File: config.mk
export PLATFORM = sky130hd
export DESIGN_NAME = bcd_updown_counter_scan
export DESIGN_NICKNAME = d
export VERILOG_FILES = /design/src/rtl/bcd_updown_counter_scan.sv
export SDC_FILE = /design/constraint.sdc
export NUM_CORES = 1
export LEC_CHECK = 0
export ABC_AREA = 1
export BUFFER_PORTS_ARGS = -buffer_cell sky130_fd_sc_hd__buf_2
export CAP_MARGIN = 0
export CELL_PAD_IN_SITES_DETAIL_PLACEMENT = 1
export CELL_PAD_IN_SITES_GLOBAL_PLACEMENT = 1
export CORE_MARGIN = 10
export CORE_UTILIZATION = 47
export DETAILED_ROUTE_END_ITERATION = 10
export HOLD_SLACK_MARGIN = 0.03
export PLACE_DENSITY = 0.95
export SYNTH_ARGS = -nofsm -noshare
export SYNTH_HDL_FRONTEND = slang
export SYNTH_SLANG_ARGS = --single-unit
File: constraint.sdc
create_clock -name clk -period 5.56 [get_ports clk]
set_input_delay 0 -clock clk [delete_from_list [all_inputs] [get_ports clk]]
set_output_delay 0 -clock clk [all_outputs]
set_load 0.005 [all_outputs]
File: src/rtl/bcd_updown_counter_scan.sv
// Multi-digit BCD up/down counter with scanned 7-segment drive; LEADING_ZERO_BLANK_EN blanks leading zeros.
// Latency: count visible one cycle after the tick edge; seg_com/seg_data follow the registered scan index.
// Backpressure: none; en gates the prescaler, clr clears count and prescaler, scan free-runs.
module bcd_updown_counter_scan #(
    parameter int DIGITS    = 4,
    parameter int COUNT_DIV = 50000000,
    parameter int SCAN_DIV  = 50000
) (
    input  logic                  clk,
    input  logic                  rst,
    input  logic                  en,
    input  logic                  up,
    input  logic                  clr,
    output logic [4*DIGITS-1:0]   bcd,
    output logic                  wrap,
    output logic [7:0]            seg_com,
    output logic [7:0]            seg_data
);

    localparam int PW = (COUNT_DIV > 1) ? $clog2(COUNT_DIV) : 1;
    localparam int SW = (SCAN_DIV > 1) ? $clog2(SCAN_DIV) : 1;
    localparam int IW = (DIGITS > 1) ? $clog2(DIGITS) : 1;
    localparam logic [PW-1:0] PRE_MAX  = PW'(COUNT_DIV - 1);
    localparam logic [SW-1:0] SCAN_MAX = SW'(SCAN_DIV - 1);
    localparam logic [IW-1:0] IDX_MAX  = IW'(DIGITS - 1);

    logic [PW-1:0]            pre;
    logic [SW-1:0]            scan_cnt;
    logic [IW-1:0]            idx;
    logic [DIGITS-1:0][3:0]   cnt;
    logic [DIGITS-1:0][3:0]   cnt_nxt;
    logic                     carry_out;
    logic                     tick;
    logic [3:0]               cur;

    function automatic logic [7:0] seg7(input logic [3:0] d);
        case (d)
            4'd0:    seg7 = 8'b1111_1100;
            4'd1:    seg7 = 8'b0110_0000;
            4'd2:    seg7 = 8'b1101_1010;
            4'd3:    seg7 = 8'b1111_0010;
            4'd4:    seg7 = 8'b0110_0110;
            4'd5:    seg7 = 8'b1011_0110;
            4'd6:    seg7 = 8'b1011_1110;
            4'd7:    seg7 = 8'b1110_0000;
            4'd8:    seg7 = 8'b1111_1110;
            4'd9:    seg7 = 8'b1111_0110;
            default: seg7 = 8'b0000_0000;
        endcase
    endfunction

    assign tick = en && (pre == PRE_MAX);
    assign bcd  = cnt;

    // Ripple carry/borrow across digits; a carry out of the top digit is a full-scale wrap.
    always_comb begin
        logic carry;
        cnt_nxt = cnt;
        carry   = 1'b1;
        for (int i = 0; i < DIGITS; i++) begin
            if (carry) begin
                if (up) begin
                    if (cnt[i] == 4'd9) begin
                        cnt_nxt[i] = 4'd0;
                    end else begin
                        cnt_nxt[i] = cnt[i] + 4'd1;
                        carry      = 1'b0;
                    end
                end else begin
                    if (cnt[i] == 4'd0) begin
                        cnt_nxt[i] = 4'd9;
                    end else begin
                        cnt_nxt[i] = cnt[i] - 4'd1;
                        carry      = 1'b0;
                    end
                end
            end
        end
        carry_out = carry;
    end

    always_ff @(posedge clk or negedge rst) begin
        if (!rst) begin
            pre  <= '0;
            cnt  <= '0;
            wrap <= 1'b0;
        end else if (clr) begin
            pre  <= '0;
            cnt  <= '0;
            wrap <= 1'b0;
        end else begin
            if (en) begin
                pre <= tick ? '0 : pre + PW'(1);
            end
            if (tick) begin
                cnt <= cnt_nxt;
            end
            wrap <= tick && carry_out;
        end
    end

    always_ff @(posedge clk or negedge rst) begin
        if (!rst) begin
            scan_cnt <= '0;
            idx      <= '0;
        end else if (scan_cnt == SCAN_MAX) begin
            scan_cnt <= '0;
            idx      <= (idx == IDX_MAX) ? '0 : idx + IW'(1);
        end else begin
            scan_cnt <= scan_cnt + SW'(1);
        end
    end

    // Walk from the most significant digit down so the leading-zero run is known at each position.
    always_comb begin
`ifdef LEADING_ZERO_BLANK_EN
        logic lz;
        logic blank;
        lz    = 1'b1;
        blank = 1'b0;
`endif
        seg_com = 8'hFF;
        cur     = 4'd0;
        for (int i = DIGITS - 1; i >= 0; i--) begin
`ifdef LEADING_ZERO_BLANK_EN
            lz = lz && (cnt[i] == 4'd0);
`endif
            if (idx == IW'(i)) begin
                seg_com[7-i] = 1'b0;
                cur          = cnt[i];
`ifdef LEADING_ZERO_BLANK_EN
                blank        = lz && (i != 0);
`endif
            end
        end
        seg_data = seg7(cur);
`ifdef LEADING_ZERO_BLANK_EN
        if (blank) begin
            seg_data = 8'h00;
        end
`endif
    end

endmodule

==> results of run 1 <==
[cells in the final DEF, fill, tap and decap left out, types with 2 or more instances in the layout]
cell       count
nand2_1      186
nor2_1        85
inv_1         81
dfrtp_1       61
nand3_1       57
o21ai_0       34
buf_2         32
a21oi_1       25
ha_1          25
nor3_1        18
xor2_1        16
nand4_1       15
clkbuf_8       9
conb_1         5
or2_2          3
a31oi_1        3
o22ai_1        3
xnor2_1        3
bufinv_16      3
nor2_2         2
and3_1         2
[stage by stage]
step,worst slack [ns],power (W),utilization,cell area [um2],hold WS (ns)
5_1_grt,2.64,0.00118,0.531,4860,0.0922
3_5_place_dp,3.29,0.000645,0.503,4610,0.226
4_1_cts,2.90,0.00114,0.531,4860,0.0438
6_report,2.93,0.00113,0.531,4860,0.0640
3_3_place_gp,3.42,0.000636,0.503,4610,0.218
2_1_floorplan,3.64,0.000588,-,4400,-0.296
[state kept, by name (all words and copies together) (netlist names)]
register and cells:
pre 26, bcd 16, scan_cnt 16, idx 2, wrap 1
[logic make-up after synthesis]
group,count (synthesis),synth area share
and+or+nand+nor,374,0.360
buffers and inverters,98,0.0922
AOI/OAI and AO/OA,72,0.0887
DFF,61,0.348
adders and majority gates,25,0.0713
xor gates and xnor gates,19,0.0379
other,2,0.00171
[tightest hold or removal path: cells and delay by family]
family,cells,cell delay [ns]
buffers and inverters,1,0.14
and+or+nand+nor,3,0.25
[report_power, final]
group	switching (W)	leakage (nW)	internal (W)
clock	0.000195	0.116	0.000298
sequential	0.0000280	0.829	0.000456
combinational	0.000104	1.48	0.0000528
total	0.000327	2.43	0.000807
[final cells by class]
| class | instances | share of cell area |
|---|---|---|
| clock buffer | 10 | 0.0263 |
| timing repair buffer | 34 | 0.0366 |
| tap | 111 | 0.0286 |
| clock inverter | 6 | 0.0229 |
| sequential | 61 | 0.314 |
| inverter | 82 | 0.0634 |
| multi-input combinational | 495 | 0.508 |
[path summary, 6_finish.rpt]
check | start | to | depth (start not counted)
max | idx[0] | seg_data[7] | 11
min | en | pre[18] | 4
max reg2reg | pre[0] | bcd[4] | 10
min reg2reg | scan_cnt[0] | scan_cnt[0] | 1
max in group asynchronous | rst | idx[1] | 3
min in group asynchronous | rst | pre[15] | 3
[layer usage]
layer	global-route usage	part of all wire	up-vias
met1	0.234	0.42	2109
li1	-	-	2137
met4	0.0807	0.026	0
met5	0	0	-
met3	0.0354	0.045	30
met2	0.362	0.51	98
==> run_results.csv, run 1 <==
group,metric,value,unit
run_status,status,"complete, no violations",
logic_synthesis,synth_cells,651,
global_routing,grt_max_degree,62,
global_routing,grt_pass1_wl,22200,um
clocking,cts_tree,"yes",
die,rows,35,
critical_path,crit_type,"register to output port",
timing,worstMarginPinSlew,0.814,ns
critical_path,start_kind,"register",
global_routing,antenna_found_initial,0,
logic_synthesis,avgSynthCellArea,6.74,um2
die,die_h,117,um
die,core,9150,um2
cells_and_area,n_antenna_cell,0,
routing,via_per_inst,5.47,
clocking,cts_max_path_buffers,2,
logic_synthesis,synthDominantCellAreaShare,0.348,
routing,drt_iter0_markers,273,
critical_path,max_stage_delay,0.40,ns
clocking,cts_root_buffer,"clkbuf_8",
power,p_leak,2.43,nW
cells_and_area,multi_input_area,2470,um2
routing,wl_per_cell,16.4,um
logic_synthesis,async_reset_ff_frac,1.00,
logic_synthesis,synth_common_cells,"nand2_1, nor2_1, inv_1",
placement,hpwlAfterDp,9540,um
critical_path,crit_chain,"inv_1, ha_1, inv_1, o21ai_0, inv_1, ha_1, or2_2, o21ai_0, nand2_1, nand2_1, buf_2",
timing,setup_viol,0,
critical_path,path_delay_family,"buffers and inverters",
logic_synthesis,synth_area,4390,um2
clocking,numCtsBuffers,9,
timing,relSlewSlack,0.458,
clocking,holdBufCountCts,1,
timing,period_share,0.472,
hold_path,hold_class,"primary input to register",
logic_synthesis,synth_edf_count,0,
logic_synthesis,ys_ff_latch,61,
logic_synthesis,synth_most_common_cell,"nand2_1",
die,dieArea,13600,um2
global_routing,grt.total_usage,0.202,
placement,port_buffers,32,
clocking,post_cts_resized,0,
die,die_w,117,um
timing,slew_viol_final,0,
logic_synthesis,synth_seq_area_share,0.348,
timing,rsz0062_at_grt,"false",
critical_path,worst-path-buf-inv,4,
cells_and_area,fin_cells,799,
global_routing,overflow,0,
critical_path,cp_common_cell,"inv_1",
logic_synthesis,synthTopCellsByArea,"dfrtp_1, nand2_1, nor2_1, ha_1, inv_1",
clocking,ctsHtreeMaxLevel,3,
timing,max_freq,381,MHz
routing,drt_first_pass_iters,4,
logic_synthesis,yosys.area.top_type,"dfrtp_1",
flow_run,drv_cap,0,
clocking,clock_sinks,61,
cells_and_area,n_fill_cell,1239,
power,p_per_area,233,nW/um2
die,ios,38,
timing,setup_tns,0,ns
routing,drc,0,
clocking,clock_latency,0.35,ns
placement,dp_cells,782,
critical_path,critPathSlowestCell,"dfrtp_1",
cells_and_area,nNetsFinal,713,
critical_path,critical_path_required,5.56,ns
cells_and_area,drive_gt1_frac,0.0858,
global_routing,grt_pass1_vias,4705,
logic_synthesis,synth_flop_cell,"dfrtp_1",
cells_and_area,seqCellArea,1530,um2
critical_path,cp_max_fo,6,
logic_synthesis,ys_types,37,
clocking,cts_setup_buffers,0,
routing,vias,4374,
logic_synthesis,yosysWarnings,0,
clocking,clkTransAtPathRegs,0.08,ns
critical_path,r2r_slack,3.27,ns
timing,final_hold_viol_count,0,
critical_path,worstPathArrival,2.63,ns
routing,totalWireLength,13100,um
power,ir_worst_vdd,0.119,mV
critical_path,cp-end-kind,"output port",
placement,gp_congestion,0.871,
die,start_util,0.479,
timing,fin_crit,2.63,ns
timing,skew,0.0102,ns
cells_and_area,area_growth,10.7,%
routing,ant_nets,0,
Power figures use the tool's default switching activity.
==> run 2: changes to the inputs <==
Settings changed: ABC_AREA 1 to 0, CORE_UTILIZATION 47 to 46, PLACE_DENSITY 0.95 to 0.92.
Clock period 5.56 ns to 2.6 ns, I/O delays scaled along.
==> run 2 against run 1 <==
Effect of this change:
- design area increased by 1.5%
- total power increased by 91%
- register-to-register slack got worse by 3.1 ns
- clock-buffer cell count increased by 2
- hold slack improved by 0.048 ns
- sequential cell count unchanged
- sequential power increased by 100%
- clock power increased by 120%
- die area decreased by 0.21%
- critical path depth decreased by 5
- first-iteration DRC count increased by 0.73%
- critical endpoint is now wrap
- largest cell class unchanged
==> run_results.csv, run 2 <==
group,metric,value,unit
timing,worstMarginPinSlew,0.514,ns
cells_and_area,n_fill_cell,1084,
clocking,cts_tree,"yes",
cells_and_area,seqCellArea,1530,um2
cells_and_area,nNetsFinal,563,
die,start_util,0.468,
routing,drt_iter0_markers,275,
hold_path,hold_class,"primary input to register",
logic_synthesis,synth_flop_cell,"dfrtp_1",
placement,post_dp_cell_area,4580,um2
logic_synthesis,synth_edf_count,0,
power,power,0.00217,W
die,ios,38,
critical_path,critical_path_required,2.86,ns
routing,wl_per_cell,20.9,um
routing,drc,0,
placement,hpwlAfterDp,9250,um
cells_and_area,area_growth,15.1,%
critical_path,cp_max_fo,5,
cells_and_area,multi_input_area,2590,um2
routing,via_per_inst,6.15,
die,core,9150,um2
cells_and_area,drive_gt1_frac,0.171,
clocking,cts_root_buffer,"clkbuf_8",
logic_synthesis,yosys.area.top_type,"dfrtp_1",
clocking,cts_max_path_buffers,2,
timing,setup_tns,0,ns
global_routing,grt.total_usage,0.203,
cells_and_area,top_register,"pre",
global_routing,busiest_layer,"met2",
logic_synthesis,synth_common_cells,"dfrtp_1, nor2_1, nand2_1",
clocking,ctsHtreeMaxLevel,3,
global_routing,use_met3,0.0390,
global_routing,antenna_found_initial,0,
clocking,clock_latency,0.35,ns
cells_and_area,largest_reg_flops,26,
die,dieArea,13600,um2
logic_synthesis,yosysWarnings,0,
logic_synthesis,synthTopCellsByArea,"dfrtp_1, ha_1, nor2_1, xnor2_1, nand2_1",
placement,gp_congestion,0.874,
logic_synthesis,synth_most_common_cell,"dfrtp_1",
logic_synthesis,synth_seq_area_share,0.357,
clocking,numCtsBuffers,9,
critical_path,cp-end-kind,"register",
critical_path,worstPathArrival,2.73,ns
run_status,status,"complete, no violations",
power,p_leak,2.17,nW
logic_synthesis,synth_cells,495,
timing,slew_viol_final,0,
global_routing,grt_pass1_wl,21900,um
timing,skew,0.0159,ns
clocking,clkTransAtPathRegs,0.07,ns
critical_path,crit_type,"register to register",
critical_path,start_kind,"register",
routing,totalWireLength,13600,um
logic_synthesis,synth_area,4280,um2
placement,port_buffers,32,
die,rows,35,
clocking,clock_sinks,61,
logic_synthesis,synthDominantCellAreaShare,0.357,
routing,ant_nets,0,
timing,period_share,0.953,
power,ir_worst_vdd,0.230,mV
logic_synthesis,async_reset_ff_frac,1.00,
cells_and_area,utilization,0.538,
routing,drt_first_pass_iters,6,
timing,final_hold_viol_count,0,
timing,relSlewSlack,0.657,
cells_and_area,final_common_cell,"dfrtp_1",
global_routing,met1_usage,0.231,
flow_run,drv_cap,0,
cells_and_area,n_antenna_cell,0,
power,p_per_area,440,nW/um2
die,die_h,116,um
logic_synthesis,avgSynthCellArea,8.65,um2
logic_synthesis,ys_ff_latch,61,
global_routing,grt_pass1_vias,4173,
timing,setup_viol,0,
cells_and_area,design_area,4930,um2
timing,max_freq,404,MHz
global_routing,gr-usage-met2,0.357,
global_routing,overflow,0,
timing,fin_crit,2.48,ns
cells_and_area,final_cell_mix,"dfrtp_1, nor2_1, nand2_1",
die,die_w,116,um
logic_synthesis,ys_types,61,
global_routing,grt_max_degree,25,
routing,vias,3992,
==> run 2: changes by cell type after synthesis, sizes merged, moves of 7 or more <==
| cell | before | now |
|---|---|---|
| and3 | 2 | 12 |
| clkbuf | 1 | 16 |
| inv | 82 | 26 |
| mux2i | 0 | 8 |
| nand2 | 187 | 42 |
| nand3 | 57 | 24 |
| nor2 | 88 | 56 |
| nor2b | 0 | 7 |
| nor3 | 19 | 11 |
| o21ai | 36 | 19 |
| xnor2 | 3 | 19 |
==> run 2: layout make-up <==
| type | instances | area share |
|---|---|---|
| inverters | 26 | 0.0198 |
| well taps | 111 | 0.0282 |
| repair buffers | 52 | 0.0665 |
| flip-flops and latches | 61 | 0.310 |
| clock buffers | 12 | 0.0295 |
| multi-input cells | 383 | 0.526 |
| clock inverters | 4 | 0.0193 |
==> run 2: what timing repair did <==
item,CTS,global route
resized for setup,1,13
setup endpoints to repair,7,26
pin swaps,0,2
endpoints found under the hold margin,18,0
hold buffers,2,0
setup buffers,0,4
==> run 2: kinds of logic after synthesis <==
group | count (synthesis) | synth area share
xor gates and xnor gates | 36 | 0.0736
buffers and inverters | 54 | 0.0532
adders and majority gates | 25 | 0.0731
DFF | 61 | 0.357
other | 2 | 0.00175
and+or+nand+nor | 210 | 0.266
muxes | 13 | 0.0319
AOI/OAI and AO/OA | 94 | 0.144
==> run 2: metrics by stage <==
step | setup WS (ns) | hold slack (ns) | std cells
after global placement | 0.253 | -0.0256 | 627
final | 0.122 | 0.112 | 649
after detailed placement | 0.104 | 0.000866 | 627
after global routing | -0.0109 | 0.118 | 649
after floorplan | 0.207 | -0.296 | 498
after CTS | 0.0222 | 0.0879 | 645
==> run 2: path summary, 6_finish.rpt <==
check	startpoint	endpoint	slack, ns	cells after the start
worst max-delay path	pre[1]	wrap	0.12	6
worst min register to register	scan_cnt[15]	scan_cnt[15]	0.49	1
max in group asynchronous	rst	pre[10]	1.73	3
worst min-delay path	clr	pre[2]	0.11	2
min in group asynchronous	rst	bcd[3]	0.15	2
worst max register to register	pre[1]	wrap	0.12	6
==> run 2: where the power goes <==
group | total [W] | switching [W] | internal [W]
sequential | 0.000966 | 0.0000117 | 0.000954
combinational | 0.000142 | 0.0000959 | 0.0000459
clock | 0.00106 | 0.000398 | 0.000663
total | 0.00217 | 0.000506 | 0.00166
==> run 2: routing by layer <==
layer	part of all wire	vias up
met5	0	-
met4	0.033	0
met3	0.050	44
met2	0.51	131
met1	0.41	1991
li1	-	1826
==> run 2: critical path, stage by stage, from the launching register on <==
cell and delay (ns):
dfrtp_1 0.43, ha_2 0.27, and3_2 0.26, nand3_1 0.10, or4_4 0.55, or4b_4 0.56
nor4b_4 0.21
==> run 3: changes to the inputs <==
Settings changed: CAP_MARGIN 0 to 25, SETUP_SLACK_MARGIN from default to 0.2.
==> run 3 against run 2 <==
Effect of this change:
- design area rose by 3.9%
- register-to-register slack improved by 0.08 ns
- critical path depth up 3
- highest routed layer unchanged
- global-route usage is 1.7 points higher
- total power grew 2.7%
==> run_results.csv, run 3 (synthesis gave the netlist of run 2 again) <==
group,metric,value,unit
routing,wl_met3,1070,um
placement,port_buffers,32,
die,die_w,116,um
power,p_per_area,435,nW/um2
timing,setup_viol,0,
routing,wl_met1,6320,um
routing,totalWireLength,16300,um
cells_and_area,multi_input_area,2680,um2
power,clkPwrFrac,0.495,
timing,fin_crit,2.42,ns
power,p_leak,2.24,nW
die,ios,38,
cells_and_area,area_growth,19.6,%
cells_and_area,drive_gt1_frac,0.231,
critical_path,start_kind,"register",
routing,via_per_inst,6.46,
routing,dr_wl_met2,8290,um
cells_and_area,n_fill_cell,1067,
die,die_h,116,um
flow_run,drv_cap,0,
timing,rsz0062_at_grt,"true",
timing,worstMarginPinSlew,0.559,ns
routing,drc,0,
placement,hpwlAfterDp,9250,um
clocking,ctsHtreeMaxLevel,3,
clocking,clock_latency,0.37,ns
die,core,9150,um2
critical_path,cp_max_fo,10,
clocking,clkTransAtPathRegs,0.09,ns
critical_path,path_delay_family,"compound AO/OA/AOI/OAI gates",
critical_path,crit_chain,"buf_4, ha_4, a21oi_1, o21ai_0, a22oi_2, buf_4, nand2_1, o22ai_1, buf_2",
critical_path,critPathSlowestCell,"dfrtp_2",
critical_path,cp-end-kind,"output port",
critical_path,worstPathArrival,2.42,ns
hold_path,hold_class,"primary input to register",
die,dieArea,13600,um2
routing,drt_iter0_markers,471,
cells_and_area,final_cell_mix,"nor2_1, dfrtp_1, nand2_1",
power,combPwrFrac,0.072,
routing,wl_per_cell,24.6,um
critical_path,cp_common_cell,"buf_4",
timing,skew,0.0199,ns
die,start_util,0.468,
routing,vias,4271,
power,p_seq_frac,0.433,
timing,slew_viol_final,0,
power,p_int,0.00167,W
power,power_switching,0.000559,W
global_routing,overflow,0,
die,rows,35,
global_routing,grt_pass1_vias,4368,
clocking,numCtsBuffers,9,
global_routing,antenna_found_initial,0,
power,swShare,0.251,
clocking,cts_max_path_buffers,2,
cells_and_area,n_antenna_cell,0,
placement,gp_congestion,0.874,
routing,drt_first_pass_iters,5,
global_routing,grt.total_usage,0.219,
timing,relSlewSlack,0.627,
routing,topRoutingLayerUsed,"met4",
run_status,status,"complete, no violations",
cells_and_area,largest_reg_flops,26,
cells_and_area,seqCellArea,1530,um2
power,ir_worst_vdd,0.474,mV
critical_path,worst-path-buf-inv,3,
cells_and_area,top_register,"pre",
timing,period_share,0.930,
global_routing,grt_max_degree,25,
clocking,cts_root_buffer,"clkbuf_8",
critical_path,max_stage_delay,0.44,ns
clocking,clock_sinks,61,
routing,ant_nets,0,
clocking,cts_tree,"yes",
cells_and_area,nNetsFinal,575,
global_routing,grt_pass1_wl,23400,um
timing,max_freq,413,MHz
critical_path,critical_path_required,2.60,ns
critical_path,crit_type,"register to output port",
timing,setup_tns,0,ns
timing,holdWs,0.0863,ns
timing,final_hold_viol_count,0,
[run 3: cell count changes in the layout (fill, tap and decap cells not counted), moves of 3 or more]
cell,delta
dfrtp_1,-4
inv_2,+3
inv_1,-4
dfrtp_2,+4
buf_4,+10
ha_1,-3
[run 3: final timing paths]
kind | startpoint | to | slack, ns | cells after the start
max | idx[0] | seg_data[1] | 0.18 | 9
min | clr | pre[2] | 0.09 | 2
max reg2reg | pre[3] | bcd[7] | 0.20 | 5
min reg2reg | scan_cnt[15] | scan_cnt[15] | 0.50 | 1
max in group asynchronous | rst | pre[9] | 1.70 | 3
min in group asynchronous | rst | pre[2] | 0.15 | 2
[run 3: power groups by stage]
stage / logic (W) / registers, W / clock network, W
after floorplan: 0.0000892 / 0.000979 / 0
after global placement: 0.000127 / 0.000983 / 0
after detailed placement: 0.000135 / 0.000984 / 0
after CTS: 0.000146 / 0.000964 / 0.00107
after global routing: 0.000172 / 0.000966 / 0.00115
final: 0.000160 / 0.000965 / 0.00110
[run 3: routing by layer]
layer,global-route usage,vias to the layer above
met3,0.0467,51
met4,0.122,0
met2,0.385,228
li1,-,1854
met5,0,-
met1,0.241,2138
[run 3: area by class of cell]
type                    count  area share
multi-input cells         383       0.524
flip-flops and latches     61       0.300
repair buffers             64      0.0831
clock buffers              12      0.0284
well taps                 111      0.0271
inverters                  26      0.0196
clock inverters             4      0.0186
[run 3: what timing repair did]
action	in CTS	in global routing
buffers inserted	5	11
endpoints found under the hold margin	18	0
setup endpoints to repair	29	36
pin swaps	2	7
gates resized for setup	11	36
hold buffers	2	0
[run 3: per-stage QoR]
step	setup WS, ns	cell area [um2]	std cells	util	total power [W]
6_report	0.181	5120	661	0.559	0.00223
5_1_grt	0.0417	5120	661	0.559	0.00229
4_1_cts	0.202	4930	650	0.539	0.00218
3_5_place_dp	0.104	4580	627	0.500	0.00112
3_3_place_gp	0.253	4580	627	0.500	0.00111
2_1_floorplan	0.207	4290	498	-	0.00107
